$ cat config.mk
export PLATFORM = sky130hd
export DESIGN_NAME = bcd_down_timer
export DESIGN_NICKNAME = d
export VERILOG_FILES = /design/src/rtl/bcd_down_timer.sv
export SDC_FILE = /design/constraint.sdc
export NUM_CORES = 1
export LEC_CHECK = 0
export BUFFER_PORTS_ARGS = -buffer_cell sky130_fd_sc_hd__clkbuf_2
export CAP_MARGIN = 5
export CORE_ASPECT_RATIO = 1.25
export CORE_MARGIN = 4
export CORE_UTILIZATION = 51
export DETAILED_ROUTE_END_ITERATION = 8
export PLACE_DENSITY = 0.75
export SLEW_MARGIN = 20
export SYNTH_ARGS = -nofsm -noshare
export SYNTH_HDL_FRONTEND = slang
export SYNTH_SLANG_ARGS = --single-unit
$ cat constraint.sdc
create_clock -name CP -period 2.4 [get_ports CP]
set_input_delay 0.12 -clock CP [delete_from_list [all_inputs] [get_ports CP]]
set_output_delay 0.12 -clock CP [all_outputs]
set_load 0.005 [all_outputs]
$ cat src/rtl/bcd_down_timer.sv
// MM:SS countdown timer: four BCD digit stages chained by borrow,
// a prescaler producing decrement ticks, and preset load with per-digit
// saturation. Counting stops at 00:00 with a one-cycle Bo pulse.

// One BCD down-counting digit stage; MAXV is the value it wraps to on borrow.
module bcd_digit #(
  parameter logic [3:0] MAXV = 4'd9
) (
  input  logic [3:0] dig_i,
  input  logic       dec_i,
  output logic [3:0] nxt_o
);
  // decrement with wrap to MAXV when borrowed through zero
  always_comb begin
    nxt_o = dig_i;
    if (dec_i) nxt_o = (dig_i == 4'd0) ? MAXV : dig_i - 4'd1;
  end
endmodule

module bcd_down_timer #(
  parameter int DIV = 100000000,
  parameter int PW  = 27
) (
  input  logic        CP,
  input  logic        _CR,
  input  logic        _LD,
  input  logic [15:0] D,
  input  logic        EN,
  output logic [15:0] Q,
  output logic        Bo,
  output logic        Zero,
  output logic        Tick
);
  localparam logic [PW-1:0] PMAX = PW'(DIV - 1);

  logic [15:0]   q_q, q_d;
  logic [PW-1:0] p_q, p_d;
  logic          bo_q, bo_d;
  logic          tick_q, tick_d;

  logic [15:0]   q_dec;   // q_q after one decrement
  logic [15:0]   d_sat;   // preset with digits clamped to BCD time range
  logic [3:0]    brw;     // borrow into each digit (digit 0 always decrements)
  logic          zero;
  logic          run;
  logic          fire;

  assign brw[0] = 1'b1;

  genvar i;
  generate
    for (i = 0; i < 4; i++) begin : g_dig
      localparam logic [3:0] MAXV = (i % 2 == 0) ? 4'd9 : 4'd5;
      bcd_digit #(.MAXV(MAXV)) u_dig (
        .dig_i (q_q[4*i +: 4]),
        .dec_i (brw[i]),
        .nxt_o (q_dec[4*i +: 4])
      );
      assign d_sat[4*i +: 4] = (D[4*i +: 4] > MAXV) ? MAXV : D[4*i +: 4];
      if (i < 3) begin : g_brw
        assign brw[i+1] = brw[i] & (q_q[4*i +: 4] == 4'd0);
      end
    end
  endgenerate

  assign zero = (q_q == 16'h0000);
  assign run  = EN & ~zero;
  assign fire = run & (p_q == PMAX);

  // next state: load beats tick; prescaler pinned to 0 once expired
  always_comb begin
    q_d    = q_q;
    p_d    = p_q;
    bo_d   = 1'b0;
    tick_d = 1'b0;
    if (!_LD) begin
      q_d = d_sat;
      p_d = '0;
    end else if (zero) begin
      p_d = '0;
    end else if (run) begin
      p_d = fire ? '0 : p_q + PW'(1);
      if (fire) begin
        q_d    = q_dec;
        tick_d = 1'b1;
        bo_d   = (q_dec == 16'h0000);
      end
    end
  end

  // state registers with synchronous active-low clear
  always_ff @(posedge CP) begin
    if (!_CR) begin
      q_q    <= '0;
      p_q    <= '0;
      bo_q   <= 1'b0;
      tick_q <= 1'b0;
    end else begin
      q_q    <= q_d;
      p_q    <= p_d;
      bo_q   <= bo_d;
      tick_q <= tick_d;
    end
  end

  assign Q    = q_q;
  assign Bo   = bo_q;
  assign Tick = tick_q;
  assign Zero = zero;
endmodule

==> key figures <==
Timing
  • Slew margin rel.: 51.2%
  • Hold WS: 91.5 ps
  • Final hold violations: 0
  • Fin worst setup slack: 107 ps
  • Crit share post-route: 95.5%
  • Setup TNS: 0 ps
  • Final Skew: 7.15 ps
  • Final Max Slew Viols: 0
  • RSZ-0062 raised after global routing: no
  • Fmax: 0.436 GHz
  • Tmin final: 2290 ps
  • Worst slew pin tran: 714 ps
  • Number of setup violations in the final report: 0

Die
  • Height of the chip: 88.6 um
  • CORE AREA: 5040 sq um
  • Die X-Extent: 72.5 um
  • Initial Util: 52.6%
  • FP Rows: 29
  • IO Count: 39
  • DIE AREA: 6430 sq um

Yosys
  • Post-synth top area share: 34.0%
  • Synth area leaders: dfxtp_1 34%, nor2_1 5.7%, nand2_1 3.7%
  • Synth Register Bits: 45
  • Synth area leader: dfxtp_1
  • Syn Area/Cell: 8.04 sq um
  • Distinct cells, synth: 54
  • Seq/Total Area, Yosys: 34.0%
  • Synth Instances: 330
  • Syn Nets: 351
  • Warnings from Yosys: 0
  • EDFF count, synth: 0
  • Ys async rst share: 0%
  • Synthesized cell area: 2650 sq um
  • Top FF cell, synth: dfxtp_1

Worst setup path
  • RR Startpoint: Q[0]$_SDFFE_PN0P_
  • Worst R2R End: Q[14]$_SDFFE_PN0P_
  • CP endpoint kind: primary output
  • Crit path launch type: register
  • Slowest Stage Delay on Critical Path: 550 ps
  • CP arrival: 2170 ps
  • CP required: 2280 ps
  • R2R depth: 9
  • Cells along the critical path: or4_4 > buf_4 > nor4_4 > nand2_1 > inv_1 > buf_6 > clkbuf_2
  • Slowest CP cell: or4_4
  • Worst Path Buf+Inv: 4
  • Cell family with most CP delay: simple AND/OR/NAND/NOR gates
  • Reg-to-reg setup timing slack: 160 ps
  • Critical Path End: Zero
  • CP Depth: 7
  • Critical Path Fanout Max: 9
  • Critical path type: register to primary output
  • CP Launch Point: Q[0]$_SDFFE_PN0P_

Clock network
  • Htree depth: 2
  • CTS tree: yes
  • Cts bufs inserted: 5
  • Hold buffers post-CTS: 0
  • Clock sinks: 45
  • Clk slew on worst S/H paths: 80 ps
  • Clock buffer depth: 2
  • Root buffer cell: clkbuf_8
  • Clk_lat worst skew: 310 ps

Drt
  • Starting DRT DRC Count: 264
  • WL/cell: 16.8 um
  • # DRC: 0
  • Initial DRT Pass Iterations: 5
  • Vias after detailed routing: 2,827
  • DRT Wirelength: 7.43 mm
  • Via/cell ratio: 6.40
  • Final ANT Viol Nets: 0

GRT
  • Initial antenna violation count: 0
  • Global-route wire length before repair: 12.0 mm
  • Total congestion overflow: 0
  • Tot GR Track Use: 23.5%
  • Vias in the first global route: 2,564
  • Pin count of the biggest net entering global routing: 25

Final layout
  • Share of cells above drive strength 1: 21.3%
  • Most common cell after layout, fill and taps aside: dfxtp_1
  • Inserted Diodes: 0
  • Area growth from synthesis to layout: 18.9%
  • Most frequent cells in the layout: 45 x dfxtp_1, 40 x nor2_1, 38 x clkbuf_2
  • FILL cells: 471
  • Nets: 400

Hold path
  • Worst min path class: primary input to register
  • Hold Crit Depth: 3

Placed design
  • Detail Placement HPWL: 5.32 mm
  • I/O Buffers: 38
  • Gpl congestion: 0.875
  • Pre-CTS WS: 104 ps

Pwr
  • Pleak: 0.00120 uW
  • Total Power: 1620 uW
  • Max IR drop VDD: 0.413 mV
  • Pwr dens: 514 nW/um^2

Run
  • Max-cap violations: 0

Run status
  • Status: complete, no violations
## cell usage after synthesis, types with 8 or more instances
library cell and n:
dfxtp_1 45, nor2_1 40, nand2_1 26, a21oi_1 15, clkbuf_1 15, nand3_1 14, and3_1 11, o2111ai_1 11
xor2_1 11, and4_1 10, o21ai_0 10, xnor2_1 10, nand4_1 8, nor3_1 8
## state kept, by name, summed over array words and instances, names as in the netlist
name  cells
p_q      27
Bo        1
Q        16
Tick      1
## cells by family after synthesis
group	count (synthesis)	share of synthesized area [%]
buffers and inverters	28	4.62
DFF	45	34.0
AOI/OAI and AO/OA	83	22.3
muxes	2	0.802
and+or+nand+nor	150	30.9
adders and majority gates	1	0.472
xor gates and xnor gates	21	6.93
## worst min-delay path by stage
stage	startpoint	endpoint	slack (ps)
final	D[13]	Q[13]$_SDFFE_PN0P_	90
after global routing	D[13]	Q[13]$_SDFFE_PN0P_	110
after CTS	D[13]	Q[13]$_SDFFE_PN0P_	100
after detailed placement	D[13]	Q[13]$_SDFFE_PN0P_	420
after global placement	D[13]	Q[13]$_SDFFE_PN0P_	410
after floorplan	EN	p_q[1]$_SDFFE_PP0N_	270
## cell type report
class,instances,area (sq um),area share (%)
Clock buffer,7,96.3,3.05
Sequential cell,45,901,28.6
Timing Repair Buffer,63,407,12.9
Clock inverter,1,5.00,0.159
Tap cell,62,77.6,2.46
Multi-Input combinational cell,257,1640,52.0
Inverter,7,26.3,0.833
## power by group
group	leakage (uW)	internal [uW]	switching, uW	total, uW
Combinational	0.000785	124	180	304
Clock	0.0000542	261	265	526
Sequential	0.000365	765	24.7	790
Total	0.00120	1150	470	1620
## timing repair
action / 4_1_cts / 5_1_grt
gates resized for setup: 1 / 2
setup buffers: 0 / 2
pin swaps: 0 / 1
setup endpoints to repair: 1 / 1
## metal layers
layer  part of all wire [%]  vias up  wire length, um  global-route usage (%)
met5                      0        -                0                       0
met4                    2.5        0              188                    9.23
met3                    6.2       19              457                    3.98
met2                     49      112             3610                    40.0
met1                     43     1333             3170                    29.6
li1                       -     1363                -                       -
## worst register-to-register path, cell delays in order, from the launching register on
cell and delay (ps):
dfxtp_1 320, or4_4 550, buf_4 200, nor4_4 330
nand2_1 120, inv_1 110, buf_6 130, buf_12 120
nor4_1 50, a311oi_1 230
## per-stage QoR
stage	cell area, sq um	utilization (%)	instances
2_1_floorplan	2650	-	330
3_3_place_gp	3010	59.7	432
3_5_place_dp	3010	59.7	432
4_1_cts	3120	61.8	440
5_1_grt	3150	62.5	442
6_report	3150	62.5	442
Power figures use the tool's default switching activity.
